File: src/rtl/i2c_pkg.sv
// Shared I2C definitions: instruction codes of the 2-bit master interface
// and the bus-arbiter state encoding.
package i2c_pkg;

  localparam logic [1:0] INST_START_TX   = 2'd0;
  localparam logic [1:0] INST_STOP_TX    = 2'd1;
  localparam logic [1:0] INST_READ_BYTE  = 2'd2;
  localparam logic [1:0] INST_WRITE_BYTE = 2'd3;

  typedef enum logic [1:0] {
    ARB,
    OWNED,
    FORCE_STOP,
    FORCE_WAIT
  } arb_state_e;

endpackage

File: src/rtl/rr_picker.sv
// Combinational round-robin picker: first set bit of req_i strictly after
// last_i, circularly. Ports: req_i, last_i in; valid_o, idx_o out.
module rr_picker #(
  parameter int N  = 4,
  parameter int IW = (N > 1) ? $clog2(N) : 1
) (
  input  logic [N-1:0]  req_i,
  input  logic [IW-1:0] last_i,
  output logic          valid_o,
  output logic [IW-1:0] idx_o
);

  int            sum;
  logic [IW-1:0] cand;

  always_comb begin
    valid_o = 1'b0;
    idx_o   = last_i;
    sum     = 0;
    cand    = '0;
    // i = N wraps back to last_i itself, so it has lowest priority
    for (int i = 1; i <= N; i++) begin
      sum = int'(last_i) + i;
      if (sum >= N) sum = sum - N;
      cand = IW'(sum);
      if (!valid_o && req_i[cand]) begin
        valid_o = 1'b1;
        idx_o   = cand;
      end
    end
  end

endmodule

File: src/rtl/i2c_bus_arbiter.sv
// Shares one I2C master among NUM_REQ requesters, one whole START..STOP
// transaction at a time, round-robin, with a watchdog that forces a STOP.
// Ports: req_* per-requester side; i2c_* master side; grant_o/busy_o/
// timeout_o status.
module i2c_bus_arbiter
  import i2c_pkg::*;
#(
  parameter int NUM_REQ        = 4,
  parameter int TIMEOUT_CYCLES = 270000,
  parameter int TIMEOUT_W      = $clog2(TIMEOUT_CYCLES + 1)
) (
  input  logic                   clk_i,
  input  logic                   rst_i,
  input  logic [NUM_REQ-1:0]     req_enable_i,
  input  logic [2*NUM_REQ-1:0]   req_instruction_i,
  input  logic [8*NUM_REQ-1:0]   req_byte_to_send_i,
  output logic [NUM_REQ-1:0]     req_complete_o,
  output logic [7:0]             req_byte_received_o,
  output logic [1:0]             i2c_instruction_o,
  output logic                   i2c_enable_o,
  output logic [7:0]             i2c_byte_to_send_o,
  input  logic [7:0]             i2c_byte_received_i,
  input  logic                   i2c_complete_i,
  output logic [NUM_REQ-1:0]     grant_o,
  output logic                   busy_o,
  output logic                   timeout_o
);

  localparam int IW = (NUM_REQ > 1) ? $clog2(NUM_REQ) : 1;
  localparam logic [TIMEOUT_W-1:0] WD_LAST = TIMEOUT_W'(TIMEOUT_CYCLES - 1);

  arb_state_e           state_q, state_d;
  logic [NUM_REQ-1:0]   grant_q, grant_d;
  logic [IW-1:0]        rr_q, rr_d;
  logic [TIMEOUT_W-1:0] wd_q, wd_d;
  logic                 stop_q, stop_d;
  logic                 started_q, started_d;
  logic                 en_q, en_d;
  logic [1:0]           inst_q, inst_d;
  logic [7:0]           byte_q, byte_d;
  logic                 tmo_q, tmo_d;

  logic [NUM_REQ-1:0]   cand;
  logic                 pick_valid;
  logic [IW-1:0]        pick_idx;

  logic                 own_en, pk_en;
  logic [1:0]           own_inst, pk_inst;
  logic [7:0]           own_byte, pk_byte;

  always_comb begin
    cand = '0;
    for (int k = 0; k < NUM_REQ; k++) begin
      cand[k] = req_enable_i[k] &
                (req_instruction_i[2*k +: 2] == INST_START_TX);
    end
  end

  rr_picker #(
    .N  (NUM_REQ),
    .IW (IW)
  ) u_pick (
    .req_i   (cand),
    .last_i  (rr_q),
    .valid_o (pick_valid),
    .idx_o   (pick_idx)
  );

  // rr_q doubles as the owner index while the bus is held
  always_comb begin
    own_en   = 1'b0;
    own_inst = '0;
    own_byte = '0;
    pk_en    = 1'b0;
    pk_inst  = '0;
    pk_byte  = '0;
    for (int k = 0; k < NUM_REQ; k++) begin
      if (rr_q == IW'(k)) begin
        own_en   = req_enable_i[k];
        own_inst = req_instruction_i[2*k +: 2];
        own_byte = req_byte_to_send_i[8*k +: 8];
      end
      if (pick_idx == IW'(k)) begin
        pk_en   = req_enable_i[k];
        pk_inst = req_instruction_i[2*k +: 2];
        pk_byte = req_byte_to_send_i[8*k +: 8];
      end
    end
  end

  always_comb begin
    state_d   = state_q;
    grant_d   = grant_q;
    rr_d      = rr_q;
    wd_d      = wd_q;
    stop_d    = stop_q;
    started_d = started_q;
    en_d      = en_q;
    inst_d    = inst_q;
    byte_d    = byte_q;
    tmo_d     = 1'b0;
    unique case (state_q)
      ARB: begin
        en_d   = 1'b0;
        wd_d   = '0;
        stop_d = 1'b0;
        if (pick_valid) begin
          state_d           = OWNED;
          grant_d           = '0;
          grant_d[pick_idx] = 1'b1;
          rr_d              = pick_idx;
          en_d              = pk_en;
          inst_d            = pk_inst;
          byte_d            = pk_byte;
        end
      end
      OWNED: begin
        en_d   = own_en;
        inst_d = own_inst;
        byte_d = own_byte;
        if (own_en && own_inst == INST_STOP_TX) stop_d = 1'b1;
        if (own_en) begin
          wd_d = '0;
        end else if (!stop_q) begin
          wd_d = wd_q + TIMEOUT_W'(1);
        end
        if (stop_q && !own_en && i2c_complete_i) begin
          grant_d = '0;
          en_d    = 1'b0;
          stop_d  = 1'b0;
          state_d = ARB;
        end else if (!own_en && !stop_q && wd_q == WD_LAST) begin
          grant_d = '0;
          wd_d    = '0;
          state_d = FORCE_STOP;
        end
      end
      FORCE_STOP: begin
        inst_d    = INST_STOP_TX;
        en_d      = 1'b1;
        started_d = 1'b0;
        state_d   = FORCE_WAIT;
      end
      FORCE_WAIT: begin
        // ignore a complete left over from the stalled owner's last op
        if (!started_q && !i2c_complete_i) started_d = 1'b1;
        if (started_q && i2c_complete_i) begin
          en_d    = 1'b0;
          tmo_d   = 1'b1;
          state_d = ARB;
        end
      end
      default: state_d = ARB;
    endcase
  end

  always_ff @(posedge clk_i or posedge rst_i) begin
    if (rst_i) begin
      state_q   <= ARB;
      grant_q   <= '0;
      rr_q      <= IW'(NUM_REQ - 1);
      wd_q      <= '0;
      stop_q    <= 1'b0;
      started_q <= 1'b0;
      en_q      <= 1'b0;
      inst_q    <= '0;
      byte_q    <= '0;
      tmo_q     <= 1'b0;
    end else begin
      state_q   <= state_d;
      grant_q   <= grant_d;
      rr_q      <= rr_d;
      wd_q      <= wd_d;
      stop_q    <= stop_d;
      started_q <= started_d;
      en_q      <= en_d;
      inst_q    <= inst_d;
      byte_q    <= byte_d;
      tmo_q     <= tmo_d;
    end
  end

  assign req_complete_o      = {NUM_REQ{i2c_complete_i}} & grant_q;
  assign req_byte_received_o = i2c_byte_received_i;
  assign i2c_instruction_o   = inst_q;
  assign i2c_enable_o        = en_q;
  assign i2c_byte_to_send_o  = byte_q;
  assign grant_o             = grant_q;
  assign busy_o              = (state_q != ARB);
  assign timeout_o           = tmo_q;

endmodule
File: config.mk
export PLATFORM = sky130hd
export DESIGN_NAME = i2c_bus_arbiter
export DESIGN_NICKNAME = d
export VERILOG_FILES = /design/src/rtl/i2c_pkg.sv /design/src/rtl/rr_picker.sv /design/src/rtl/i2c_bus_arbiter.sv
export SDC_FILE = /design/constraint.sdc
export NUM_CORES = 1
export LEC_CHECK = 0
export CELL_PAD_IN_SITES_DETAIL_PLACEMENT = 1
export CELL_PAD_IN_SITES_GLOBAL_PLACEMENT = 1
export CORE_ASPECT_RATIO = 2
export CORE_MARGIN = 10
export CORE_UTILIZATION = 39
export DETAILED_ROUTE_END_ITERATION = 12
export GPL_ROUTABILITY_DRIVEN = 0
export PLACE_DENSITY = 0.95
export SKIP_LAST_GASP = 1
export SLEW_MARGIN = 20
export SYNTH_ARGS = -nofsm -noshare
export SYNTH_HDL_FRONTEND = slang
export SYNTH_HIERARCHICAL = 1
export SYNTH_SLANG_ARGS = --single-unit
File: constraint.sdc
create_clock -name clk_i -period 6.2 [get_ports clk_i]
set_clock_uncertainty 0.15 [all_clocks]
set_input_delay 1.24 -clock clk_i [delete_from_list [all_inputs] [get_ports clk_i]]
set_output_delay 1.24 -clock clk_i [all_outputs]
set_load 0.005 [all_outputs]
After elaboration in Yosys (flattened, before gate mapping)
Cells that the tools add are included.

Register bits after elaboration: 41. Input port bits: 55. Output and inout port bits: 29. Logic and storage cells: 161.

Add/sub/neg operators: 9. Magnitude comparators: 10. Equality and inequality tests: 16. Mux-type cells: 75. Bitwise gates (word level): 5. Reduce and logical (&&, ||, !) cells: 36.

Operator list (count): $mux 19 (4); $mux 8 (9); $mux 2 (21); $pmux 19 s2 (1); $mux 1 (25); $add 19x1->19 const B (1); $eq 19x19->1 const B (1); $pmux 8 s2 (1); $lt 2x3->1 const B (5); $logic_not 2->1 (7); $eq 2x2->1 const B (6); $mux 4 (3); $logic_and 1x1->1 (11); $reduce_and 2->1 (5); $ge 3x3->1 const B (3); $bmux 1 s2 (4); $eq 2x1->1 const B (4); $pmux 2 s4 (1); $pmux 4 s2 (1); $sub 2x1->2 const B (4); $logic_not 1->1 (7); $add 2x2->3 const B (2); $ne 2x2->1 const B (3); $ne 3x3->1 const B (2); 13 further kinds (20).

Longest topological paths before layout
Depth in word-level cells: 22. Mapped depth: 11. Depth with buffers taken out: 9.

Hierarchy
Netlist, hierarchy kept.

By module, submodules not included: i2c_bus_arbiter (instances 1, cells each 300, area each 2826.5 um^2, sequential area each 1028.5 um^2); rr_picker (instances 1, cells each 14, area each 82.6 um^2, sequential area each 0.0 um^2).

Least setup slack after synthesis
OpenSTA, ideal clock, no wires.

Kind: input to register. Start point: in req_instruction_i[7]. End point: reg byte_q[5] (netlist: i2c_byte_to_send_o[5]). Setup time: 0.140 ns. Data arrival time: 3.223 ns. Data required time: 5.910 ns. Path slack: 2.687 ns. Stages: 11. Path buffers: 2. Path through: nor3b_1 > inv_1 > o22ai_1 > a221o_1 > clkbuf_1 > clkbuf_1 > mux2_2 > o22ai_1 > o21ai_0 > o21ai_0 > o21ai_0.

Longest elaborated chain between the ends: 21. Elaborated cells between the ends (all ways): 36. Those cells by class: 4 x eq/ne; 22 x mux; 1 x bitwise; 9 x reduce/logical.

Ends and longest elaborated chain: from (decl) (RTL line i2c_bus_arbiter.sv:15) `input logic [2*NUM_REQ-1:0] req_instruction_i,`; $logic_not 2->1 * (RTL line i2c_bus_arbiter.sv:55) `(req_instruction_i[2*k +: 2] == INST_START_TX);`; $and 1x1->1 * (RTL line i2c_bus_arbiter.sv:54) `cand[k] = req_enable_i[k] &`; $bmux 1 s2 (RTL line rr_picker.sv:26) `if (!valid_o && req_i[cand]) begin`; $mux 1 (not written as such) (RTL line rr_picker.sv:26); $mux 1 (RTL line rr_picker.sv:26); $logic_not 1->1 (RTL line rr_picker.sv:26); $logic_and 1x1->1 (RTL line rr_picker.sv:26); $mux 1 (RTL line rr_picker.sv:26); (+4 left out); $logic_and 1x1->1 (RTL line rr_picker.sv:26); $mux 2 * (RTL line rr_picker.sv:26); via pick_idx[0] (RTL line i2c_bus_arbiter.sv:45) `logic [IW-1:0] pick_idx;`; $logic_not 2->1 (RTL line i2c_bus_arbiter.sv:83) `if (pick_idx == IW'(k)) begin`; $mux 8 (3 in a row) (RTL line i2c_bus_arbiter.sv:83); $mux 8 * (RTL line i2c_bus_arbiter.sv:83); $mux 8 * (RTL line i2c_bus_arbiter.sv:107) `if (pick_valid) begin`; $pmux 8 s2 * (RTL line i2c_bus_arbiter.sv:102) `unique case (state_q)`; to (signal assigned) (RTL line i2c_bus_arbiter.sv:178) `byte_q <= byte_d;`; to (decl) (RTL line i2c_bus_arbiter.sv:40) `logic [7:0] byte_q, byte_d;`.

Mark *: on every way through the listed nets, which the timed path passes. The rest lies on a longest branch. The select of a mux whose other input is x is not followed. A chain may end at the register's enable or synchronous reset.

Final worst setup path
Start point: in req_enable_i[3]. End point: reg inst_q[1] (netlist: i2c_instruction_o[1]).

Longest elaborated chain between the ends: 20. Elaborated cells between the ends (all ways): 35. Those cells by class: 4 x eq/ne; 22 x mux; 1 x bitwise; 8 x reduce/logical.

Ends and longest elaborated chain: from (decl) (RTL line i2c_bus_arbiter.sv:14) `input logic [NUM_REQ-1:0] req_enable_i,`; $and 1x1->1 * (RTL line i2c_bus_arbiter.sv:54); via cand[3] (RTL line i2c_bus_arbiter.sv:43) `logic [NUM_REQ-1:0] cand;`; $bmux 1 s2 (RTL line rr_picker.sv:26); $mux 1 (not written as such) (RTL line rr_picker.sv:26); $mux 1 (RTL line rr_picker.sv:26); $logic_not 1->1 (RTL line rr_picker.sv:26); $logic_and 1x1->1 (RTL line rr_picker.sv:26); $mux 1 (RTL line rr_picker.sv:26); (+4 left out); $logic_and 1x1->1 (RTL line rr_picker.sv:26); $mux 2 * (RTL line rr_picker.sv:26); via pick_idx[0] (RTL line i2c_bus_arbiter.sv:45); $logic_not 2->1 (RTL line i2c_bus_arbiter.sv:83); $mux 2 (3 in a row) (RTL line i2c_bus_arbiter.sv:83); $mux 2 * (RTL line i2c_bus_arbiter.sv:83); $mux 2 * (RTL line i2c_bus_arbiter.sv:107); $pmux 2 s3 * (RTL line i2c_bus_arbiter.sv:102); to (signal assigned) (RTL line i2c_bus_arbiter.sv:177) `inst_q <= inst_d;`; to (decl) (RTL line i2c_bus_arbiter.sv:39) `logic [1:0] inst_q, inst_d;`.

Marks and branches as above.

==> impl_results.md <==
- Status: finished, final reports clean
- Fillers: 867
- EDFF count, synth: 0
- Clk_lat worst skew: 290 ps
- Initial Util: roughly two fifths
- FF-to-FF setup slack: 3240 ps
- Launching point of the worst reg2reg path: rr_q[0]$_DFFE_PP1P_
- Final WS setup: 2100 ps
- Die ar.: 0.0115 mm²
- Setup violators final: 0
- Final hold vios: 0
- Pin count of the biggest net entering global routing: 42
- Clock root buffer: clkbuf_16
- Die Ht: 142 µm
- Initial antenna violation count: 0
- Total vias in the final route: around 2800
- DRC viols: 0
- DP HPWL: 7500 µm
- Layout cells sized above 1: 11.8%
- Ys flop type: dfrtp_1
- Crit Path Class: in2reg
- Most instantiated cells after synthesis: 39 x dfrtp_1, 30 x nand2_1, 27 x o21ai_0, 24 x a31oi_1, 17 x a21oi_1
- Worst-path clk slew: 60 ps
- Synth Area per Inst: 9.26 µm²
- Peak supply drop: 248 µV
- Sequential fraction of the synthesis area: between 30% and 40%
- Mapped cell area: 0.00291 mm²
- N_diodes: 0
- Max Buffers Root-to-Sink: 2
- CTS buffer count: 5
- Post-placement setup slack: 1480 ps
- Worst Tran Pin Value: 751 ps
- Yosys synthesis warning count: 6
- WP data arrival: between 4000 and 5000 ps
- Slew Viols, Final: 0
- Post-synthesis cell type count: 55
- Post-CTS resize count: 0
- FF+latch count, synth: 41
- CP required: 6220 ps
- CTS HTree Levels: 2
- Final worst path period need: 4100 ps
- Switching pwr: 0.000627 W
- Area fraction of the dominant cell type after synthesis: 33.5%
- Setup bufs post-CTS: 0
- GRT Residual Overflow: 0
- Max_cap viols: 0
- Hold_buf cts: 0
- P_leak: 1.51 nW
- Most frequent cell after synthesis: dfrtp_1
- Sw Ratio: 40.5%
- Slew headroom: 49.8%
- Combinational power share: 52.3%
- Routed WL: 9660 µm
- DR WL/cell: 21.2 µm
- Worst hold path depth: 2
- Port-buffer cells: 67
- Core Area: 0.00727 mm²
- Reg2reg path depth: 7
- Via density per instance: between 6 and 7
- Rows: 44
- Sequential power share: ~28%
- Startpoint Class: input pin
- Crit-path slowest cell: a221o_1
- Cells along the critical path: clkdlybuf4s50_1, nor3b_1, inv_1, o22ai_1, a221o_1, mux4_2, nor2b_1, a31oi_1, a21oi_1
- Crit. End Element: flop
- GRT Total Usage: 16.6%
- Nets@finish: 424
- Hold slack: 330 ps
- Clock power share: 19.4%
- Crit path launch: req_enable_i[3]
- First-pass GRT wire length: approximately 15000 µm
- Crit Path Max Fanout: 15
- Syn-to-layout area delta: 28.6%
- CTS tree: yes
- Cells after synthesis: 314
- First DRT Iteration DRCs: 139
- Chip width: 81.1 µm
- Final setup TNS: 0 ps
- RSZ-0062 raised after global routing: false
- Vias in the first global route: 3027
- Worst path max stage delay: 630 ps
- I/O Pins: 84
- Area leader, netlist: dfrtp_1
- Hold Path Class: reg2reg
- Largest cells by area after synthesis: dfrtp_1 34%, mux4_2 7.0%, a31oi_1 5.2%, o21ai_0 4.6%, mux2_2 4.6%
- Internal cell power: 0.000922 W
- Worst setup endpoint: i2c_instruction_o[1]$_DFFE_PP0P_
- Drt first pass iters: 4
- Period utilization: 66.1%
- Clock sink total: 41
- Mapped Nets: around 380
- Max Clock Freq: 244 MHz
- Cell Pwr Density: 414 mW/mm²
- Routed Antenna Nets: 0
- Synth async-reset ratio: 100%
- FF-to-FF End: i2c_instruction_o[1]$_DFFE_PP0P_
==> metrics by stage <==
step	cells	instance area [µm²]	total power (W)	utilization, %
after CTS	455	3730	0.00155	51.4
after floorplan	314	2910	0.000961	-
after detailed placement	448	3570	0.00125	49.2
after global routing	455	3740	0.00165	51.5
final	455	3740	0.00155	51.5
after global placement	448	3560	0.00120	49.1
==> per-layer routing <==
layer | global-route usage (%) | wire length (µm) | vias up
met4 | 8.52 | 395 | 0
met3 | 2.72 | 412 | 26
li1 | - | - | 1293
met2 | 31.7 | 5520 | 80
met5 | 0 | 0 | -
met1 | 16.2 | 3330 | 1410
==> power groups by stage <==
stage	clock network [W]	logic, W	registers [W]
2_1_floorplan	0	0.000561	0.000400
5_1_grt	0.000311	0.000885	0.000452
3_3_place_gp	0	0.000762	0.000439
4_1_cts	0.000299	0.000813	0.000439
6_report	0.000300	0.000811	0.000439
3_5_place_dp	0	0.000804	0.000442
==> how the worst min path moves through the flow <==
| stage | end | startpoint | slack [ps] |
|---|---|---|---|
| 2_1_floorplan | wd_q[18]$_DFFE_PP0P_ | wd_q[18]$_DFFE_PP0P_ | 300 |
| 3_3_place_gp | i2c_byte_to_send_o[5]$_DFFE_PP0P_ | i2c_byte_to_send_o[5]$_DFFE_PP0P_ | 320 |
| 3_5_place_dp | i2c_byte_to_send_o[5]$_DFFE_PP0P_ | i2c_byte_to_send_o[5]$_DFFE_PP0P_ | 320 |
| 4_1_cts | i2c_byte_to_send_o[5]$_DFFE_PP0P_ | i2c_byte_to_send_o[5]$_DFFE_PP0P_ | 330 |
| 5_1_grt | i2c_byte_to_send_o[5]$_DFFE_PP0P_ | i2c_byte_to_send_o[5]$_DFFE_PP0P_ | 370 |
| 6_report | i2c_byte_to_send_o[5]$_DFFE_PP0P_ | i2c_byte_to_send_o[5]$_DFFE_PP0P_ | 330 |
==> flip-flops by register name, summed over array words and instances, names as in the netlist, named ones only <==
name	flops
grant_o	4
i2c_instruction_o	2
rr_q	2
i2c_byte_to_send_o	8
timeout_o	1
wd_q	19
state_q	1
started_q	1
stop_q	1
i2c_enable_o	1
==> critical path, delay by kind of cell <==
family	cells	cell delay, ps
multiplexers	1	580
buffers and inverters	2	580
AO/OA/AOI/OAI	4	1090
AND/OR/NAND/NOR	2	630
==> layout by cell type (no fill, tap or decap), types with 4 or more instances in the layout <==
cell,n
mux2_2,12
clkdlybuf4s50_1,67
inv_1,13
o22ai_1,9
nand2_1,30
a21o_1,6
nor2_1,10
nor3_1,7
o221ai_1,7
and2_1,4
a21oi_1,16
o21ai_0,27
clkbuf_16,5
a41oi_1,4
and4_1,5
nand4_1,4
a31oi_1,24
dfrtp_1,39
ha_1,5
mux4_2,9
nand2b_1,9
nor3b_1,4
==> final cells by class <==
cell class	instances	area, µm²	share of cell area (%)
inverters	13	48.8	1.30
multi-input cells	234	1710	45.7
flip-flops and latches	41	1030	27.5
clock buffers	5	125	3.34
well taps	92	115	3.08
repair buffers	68	678	18.1
clock inverters	2	35.0	0.936
==> kinds of logic (layout without fill, tap and decap cells) <==
group           count (synthesis)  after routing  share of synthesized area (%)
compound gates                109            109                           24.6
fa+ha+maj                       6              6                           2.58
buf+inv                        39             88                           6.41
flops                          41             41                           35.4
mux                            22             22                           12.0
simple gates                   97             97                           19.1
(Power assumes the default switching activity.)
